<file path="config.mk">
export PLATFORM = sky130hd
export DESIGN_NAME = prime_pair_gen
export DESIGN_NICKNAME = d
export VERILOG_FILES = /design/src/rtl/rsa_pkg.sv /design/src/rtl/seq_mod.sv /design/src/rtl/prime_pair_gen.sv
export SDC_FILE = /design/constraint.sdc
export NUM_CORES = 1
export LEC_CHECK = 0
export ABC_AREA = 0
export CAP_MARGIN = 10
export CORE_UTILIZATION = 50
export CTS_BUF_LIST = sky130_fd_sc_hd__clkbuf_2
export CTS_CLUSTER_DIAMETER = 30
export DETAILED_ROUTE_END_ITERATION = 6
export GPL_TIMING_DRIVEN = 0
export PLACE_DENSITY = 0.78
export SLEW_MARGIN = 25
export SYNTH_ARGS = -nofsm -noshare
export SYNTH_HDL_FRONTEND = slang
export SYNTH_SLANG_ARGS = --single-unit
</file>
<file path="constraint.sdc">
create_clock -name clk -period 5.3 [get_ports clk]
set_input_delay 1.325 -clock clk [delete_from_list [all_inputs] [get_ports clk]]
set_output_delay 1.325 -clock clk [all_outputs]
set_load 0.05 [all_outputs]
</file>
<file path="src/rtl/rsa_pkg.sv">
// Shared types for the RSA pipeline stages: search FSM states and default LFSR taps.
package rsa_pkg;

    typedef enum logic [2:0] {
        StIdle,
        StCand,
        StTest,
        StDiv,
        StReject,
        StAccept,
        StDone
    } state_e;

    // x^8 + x^6 + x^5 + x^4 + 1, right-shifting Galois form
    localparam logic [7:0] DefaultTaps = 8'hB8;

endpackage

</file>
<file path="src/rtl/seq_mod.sv">
// Restoring remainder unit: one quotient bit per cycle, done pulses WIDTH cycles after start.
module seq_mod #(
    parameter int unsigned WIDTH = 8
) (
    input  logic             clk,
    input  logic             rst_n,
    input  logic             start,
    input  logic [WIDTH-1:0] dividend,
    input  logic [WIDTH-1:0] divisor,
    output logic             done,
    output logic [WIDTH-1:0] rem
);

    localparam int unsigned CW = $clog2(WIDTH + 1);

    logic             busy_q, busy_d;
    logic             done_q, done_d;
    logic [CW-1:0]    cnt_q, cnt_d;
    logic [WIDTH-1:0] dvd_q, dvd_d;
    logic [WIDTH-1:0] dvs_q, dvs_d;
    logic [WIDTH-1:0] rem_q, rem_d;

    function automatic logic [WIDTH-1:0] rem_step(input logic [WIDTH-1:0] r, input logic b,
                                                  input logic [WIDTH-1:0] dv);
        logic [WIDTH:0] t;
        t = {r, b};
        if (t >= {1'b0, dv}) begin
            t = t - {1'b0, dv};
        end
        return t[WIDTH-1:0];
    endfunction

    // The first bit is processed on the start edge so the last lands WIDTH-1 edges later.
    always_comb begin
        busy_d = busy_q;
        done_d = 1'b0;
        cnt_d  = cnt_q;
        dvd_d  = dvd_q;
        dvs_d  = dvs_q;
        rem_d  = rem_q;
        if (start && !busy_q) begin
            rem_d  = rem_step('0, dividend[WIDTH-1], divisor);
            dvd_d  = dividend << 1;
            dvs_d  = divisor;
            cnt_d  = CW'(WIDTH - 1);
            busy_d = 1'b1;
        end else if (busy_q) begin
            rem_d = rem_step(rem_q, dvd_q[WIDTH-1], dvs_q);
            dvd_d = dvd_q << 1;
            cnt_d = cnt_q - CW'(1);
            if (cnt_q == CW'(1)) begin
                busy_d = 1'b0;
                done_d = 1'b1;
            end
        end
    end

    always_ff @(posedge clk) begin
        if (!rst_n) begin
            busy_q <= 1'b0;
            done_q <= 1'b0;
            cnt_q  <= '0;
            dvd_q  <= '0;
            dvs_q  <= '0;
            rem_q  <= '0;
        end else begin
            busy_q <= busy_d;
            done_q <= done_d;
            cnt_q  <= cnt_d;
            dvd_q  <= dvd_d;
            dvs_q  <= dvs_d;
            rem_q  <= rem_d;
        end
    end

    assign done = done_q;
    assign rem  = rem_q;

endmodule

</file>
<file path="src/rtl/prime_pair_gen.sv">
// Seeded search for two distinct full-width odd primes using an LFSR candidate
// sequence and trial division by odd divisors.
module prime_pair_gen
    import rsa_pkg::*;
#(
    parameter int unsigned      WIDTH = 8,
    parameter logic [WIDTH-1:0] TAPS  = WIDTH'(DefaultTaps)
) (
    input  logic             clk,
    input  logic             rst_n,
    input  logic             start,
    input  logic [WIDTH-1:0] seed,
    output logic [WIDTH-1:0] p,
    output logic [WIDTH-1:0] q,
    output logic             busy,
    output logic             done
);

    localparam int unsigned DW = WIDTH / 2 + 2;
    localparam int unsigned SW = WIDTH + 4;

    state_e           state_q, state_d;
    logic [WIDTH-1:0] lfsr_q, lfsr_d;
    logic [WIDTH-1:0] cand_q, cand_d;
    logic [DW-1:0]    d_q, d_d;
    logic             phase_q, phase_d;
    logic [WIDTH-1:0] p_q, p_d;
    logic [WIDTH-1:0] q_q, q_d;
    logic             done_q, done_d;

    logic             mod_start;
    logic             mod_done;
    logic [WIDTH-1:0] mod_rem;
    logic [WIDTH-1:0] lfsr_step;
    logic [SW-1:0]    d_ext;
    logic [SW-1:0]    d_sq;

    assign lfsr_step = (lfsr_q >> 1) ^ (lfsr_q[0] ? TAPS : '0);
    assign d_ext     = SW'(d_q);
    assign d_sq      = d_ext * d_ext;

    seq_mod #(
        .WIDTH(WIDTH)
    ) u_seq_mod (
        .clk      (clk),
        .rst_n    (rst_n),
        .start    (mod_start),
        .dividend (cand_q),
        .divisor  (WIDTH'(d_q)),
        .done     (mod_done),
        .rem      (mod_rem)
    );

    always_comb begin
        state_d   = state_q;
        lfsr_d    = lfsr_q;
        cand_d    = cand_q;
        d_d       = d_q;
        phase_d   = phase_q;
        p_d       = p_q;
        q_d       = q_q;
        done_d    = 1'b0;
        mod_start = 1'b0;
        unique case (state_q)
            StIdle: begin
                if (start) begin
                    lfsr_d  = (seed == '0) ? WIDTH'(1) : seed;
                    phase_d = 1'b0;
                    state_d = StCand;
                end
            end
            StCand: begin
                cand_d  = {1'b1, lfsr_q[WIDTH-2:1], 1'b1};
                d_d     = DW'(3);
                state_d = StTest;
            end
            StTest: begin
                if (d_sq > SW'(cand_q)) begin
                    state_d = StAccept;
                end else begin
                    mod_start = 1'b1;
                    state_d   = StDiv;
                end
            end
            StDiv: begin
                if (mod_done) begin
                    if (mod_rem == '0) begin
                        state_d = StReject;
                    end else begin
                        d_d     = d_q + DW'(2);
                        state_d = StTest;
                    end
                end
            end
            StReject: begin
                lfsr_d  = lfsr_step;
                state_d = StCand;
            end
            StAccept: begin
                // A repeat of p in the second phase is skipped so q always differs.
                if (!phase_q) begin
                    p_d     = cand_q;
                    phase_d = 1'b1;
                    lfsr_d  = lfsr_step;
                    state_d = StCand;
                end else if (cand_q == p_q) begin
                    lfsr_d  = lfsr_step;
                    state_d = StCand;
                end else begin
                    q_d     = cand_q;
                    done_d  = 1'b1;
                    state_d = StDone;
                end
            end
            StDone: begin
                state_d = StIdle;
            end
            default: begin
                state_d = StIdle;
            end
        endcase
    end

    always_ff @(posedge clk) begin
        if (!rst_n) begin
            state_q <= StIdle;
            lfsr_q  <= WIDTH'(1);
            cand_q  <= '0;
            d_q     <= '0;
            phase_q <= 1'b0;
            p_q     <= '0;
            q_q     <= '0;
            done_q  <= 1'b0;
        end else begin
            state_q <= state_d;
            lfsr_q  <= lfsr_d;
            cand_q  <= cand_d;
            d_q     <= d_d;
            phase_q <= phase_d;
            p_q     <= p_d;
            q_q     <= q_d;
            done_q  <= done_d;
        end
    end

    assign p    = p_q;
    assign q    = q_q;
    assign done = done_q;
    assign busy = (state_q != StIdle);

endmodule

</file>
==> metrics.txt <==
PD cells approximately 250 nW/um^2; die width 95.7 um; Hold/Removal Path Class reg2reg; Fin. Hold Viols 0; Synth Area per Inst 8.00 um^2; Critical Path Fanout Max 10; vias per inst 5.72; row count 33; I/O Buffers 28; # DRC 0; clk sinks 67; crit path cell chain clkbuf_4 -> and2_1 -> fa_1 -> inv_1 -> fa_1 -> inv_1 -> fa_1 -> ha_4 -> a21o_1 -> a21oi_2 -> xnor2_1 -> ha_1 -> and3_1 -> a221oi_2 -> o21ai_0 -> nand2_1 -> and4_1 -> buf_6 -> buf_12 -> mux2i_1 -> a21oi_1; Async SR Flop Fraction 0%; DR vias 3987; Max stage delay cell, worst path fa_1; htree depth 3; Post-DP Area between 4000 and 5000 um^2; Max Clock Freq 199 MHz; die height roughly 96 um; Routed Antenna Nets 0; final critical-path required period ~5000 ps; core area approximately 8300 um^2; cell family contributing the most delay on the critical path adder cells; leak pwr ~0.0021 uW; Ports 29; die area around 9100 um^2; Ys Warns 0; endpoints failing setup 0; top cell type's share of synthesized area 30.6%; clock slew at reported path FFs 210 ps; Root Buffer clkbuf_2; CTS tree done; most frequent cell after synthesis nor2_1; Max rail drop VDD ~240 uV; Yosys top cell by area dfxtp_1; post-DP HPWL 8.10 mm; total grt overflow 0; number of synthesized flops with an enable pin 0; Initial Util a little over half; Tot GR Track Use about 25%; CTS Buffer Depth 2; fill count around 760; crit path launch type flip-flop; global-route wire length before repair 17.4 mm; Layout Nets 640; Synth Cell Area approximately 4400 um^2; post-synthesis cell count about 550; CP endpoint kind flip-flop; Crit Path Class reg2reg; Setup Skew 31.8 ps; largest cells by area after synthesis dfxtp_1, ha_1, nor2_1, mux2i_1, a21oi_1; CP max stage delay 600 ps; Tcrit/Tclk final approximately 95%; cell repeated most along the worst path fa_1; vias in the first global route 3761; hold buffer count at CTS 0; max cap viols 0; largest net degree at the start of global routing 13; status finished, final reports clean; antenna cells 0; RePlAce Congestion about 0.87; Main synth FF type dfxtp_1; FF+latch area ~1400 um^2; Synth top cells by count nor2_1, dfxtp_1, inv_1; Area Overhead vs Synth 14.5%; drt pass-1 iters 5; FF+latch count, synth 67; WP buf/inv 5; total power approximately 1200 uW; WP data required between 5000 and 6000 ps; initial DRC count 230; Worst-Margin Slew approximately 580 ps; Critical Path AT approximately 5400 ps; Synth cell types 55; finished layout cell area approximately 5000 um^2; initial antenna violation count 0; CTS Buf Count 9; part of the Yosys area used for sequential elements 30.6%; worst-skew pair later-pin latency around 530 ps; drt wl/cell ~15 um; Pins Over Slew Limit 0; Max-slew headroom 61.1%; share of layout cells above drive strength 1 a little over 7%; multi-input logic area approximately 2700 um^2; final wirelength ~11 mm; Syn Nets around 600
[where the power goes]
part,switching [uW],internal [uW]
Clock,201,202
Combinational,165,111
Sequential,27.7,529
Total,393,843
[timing repair]
| item | 4_1_cts | 5_1_grt |
|---|---|---|
| buffers inserted | 0 | 2 |
| endpoints found under the setup margin | 7 | 27 |
| gates resized for setup | 0 | 17 |
| pin swaps | 0 | 1 |
[per-layer routing]
| layer | vias to the layer above | wire length (um) | global-route usage (%) |
|---|---|---|---|
| met5 | - | 0 | 0 |
| met4 | 0 | 129 | 7.09 |
| met3 | 10 | 540 | 4.63 |
| met2 | 107 | 5170 | 43.3 |
| met1 | 1898 | 4780 | 31.3 |
| li1 | 1972 | - | - |
[final cells by class]
| class | count | share of cell area [%] |
|---|---|---|
| inverters | 49 | 3.81 |
| multi-input cells | 401 | 54.7 |
| clock buffers | 9 | 0.897 |
| repair buffers | 30 | 5.88 |
| plain buffers | 29 | 2.89 |
| flip-flops and latches | 67 | 26.9 |
| well taps | 105 | 2.62 |
| clock inverters | 7 | 2.32 |
[per-stage QoR]
| step | TNS [ps] | utilization (%) | worst slack [ps] | hold slack (ps) | instances |
|---|---|---|---|---|---|
| floorplan | 0 | - | 641 | 433 | 548 |
| global placement | 0 | 57.5 | 80.6 | 449 | 681 |
| detailed placement | 0 | 57.5 | 17.7 | 457 | 681 |
| CTS | 0 | 59.4 | 55.3 | 479 | 696 |
| global route | -4.92 | 60.2 | -4.92 | 492 | 697 |
| finish | 0 | 60.2 | 286 | 477 | 697 |
[cell families (layout without fill, tap and decap cells)]
kind of cell    count (synthesis)  count (layout)  share of synthesized area [%]
xor+xnor                       21              21                           4.19
buf+inv                        80             124                           7.59
mux                            27              27                           6.22
simple gates                  180             180                           19.2
flops                          67              67                           30.6
compound gates                131             131                           18.7
fa+ha+maj                      42              42                           13.5
[worst register-to-register path, stage by stage (launching register included)]
cell and delay (ps):
dfxtp_2 380, clkbuf_4 170, and2_1 200, fa_1 510, inv_1 50, fa_1 470
inv_1 60, fa_1 600, ha_4 230, a21o_1 160, a21oi_2 140, xnor2_1 150
ha_1 280, and3_1 210, a221oi_2 240, o21ai_0 120, nand2_1 140, and4_1 230
buf_6 140, buf_12 140, mux2i_1 180, a21oi_1 80
[state kept, by name, summed over array words and instances, names as in the netlist, 6 cells and up]
register	flops
lfsr_q	8
u_seq_mod.rem	8
cand_q	7
p	7
q	7
u_seq_mod.dvd_q	7
d_q	6
u_seq_mod.dvs_q	6
[cell usage in the layout (no fill, tap or decap), types with 6 or more instances in the layout]
| cell | Yosys | routed |
|---|---|---|
| dfxtp_1 | 67 | 62 |
| clkdlybuf4s50_1 | 0 | 28 |
| clkbuf_1 | 24 | 21 |
| nor2_1 | 70 | 69 |
| xor2_1 | 6 | 6 |
| ha_1 | 33 | 32 |
| nor2b_1 | 9 | 9 |
| and2_1 | 11 | 11 |
| mux2i_1 | 25 | 25 |
| nand2_1 | 41 | 41 |
| fa_1 | 9 | 9 |
| o211ai_1 | 7 | 7 |
| o21ai_0 | 36 | 36 |
| inv_1 | 46 | 44 |
| clkbuf_2 | 0 | 9 |
| nor3_1 | 10 | 10 |
| xnor2_1 | 15 | 15 |
| a211oi_1 | 9 | 9 |
| nand3_1 | 13 | 13 |
| a21oi_1 | 41 | 40 |
[worst paths after layout]
path	slack [ps]	startpoint	cells past startpoint	end
worst max-delay path	290	d_q[4]	21	u_seq_mod.dvd_q[4]
worst min-delay path	480	u_seq_mod.dvs_q[4]	2	u_seq_mod.dvs_q[4]
worst max register to register	290	d_q[4]	21	u_seq_mod.dvd_q[4]
worst min register to register	480	u_seq_mod.dvs_q[4]	2	u_seq_mod.dvs_q[4]
Power figures use the tool's default switching activity.
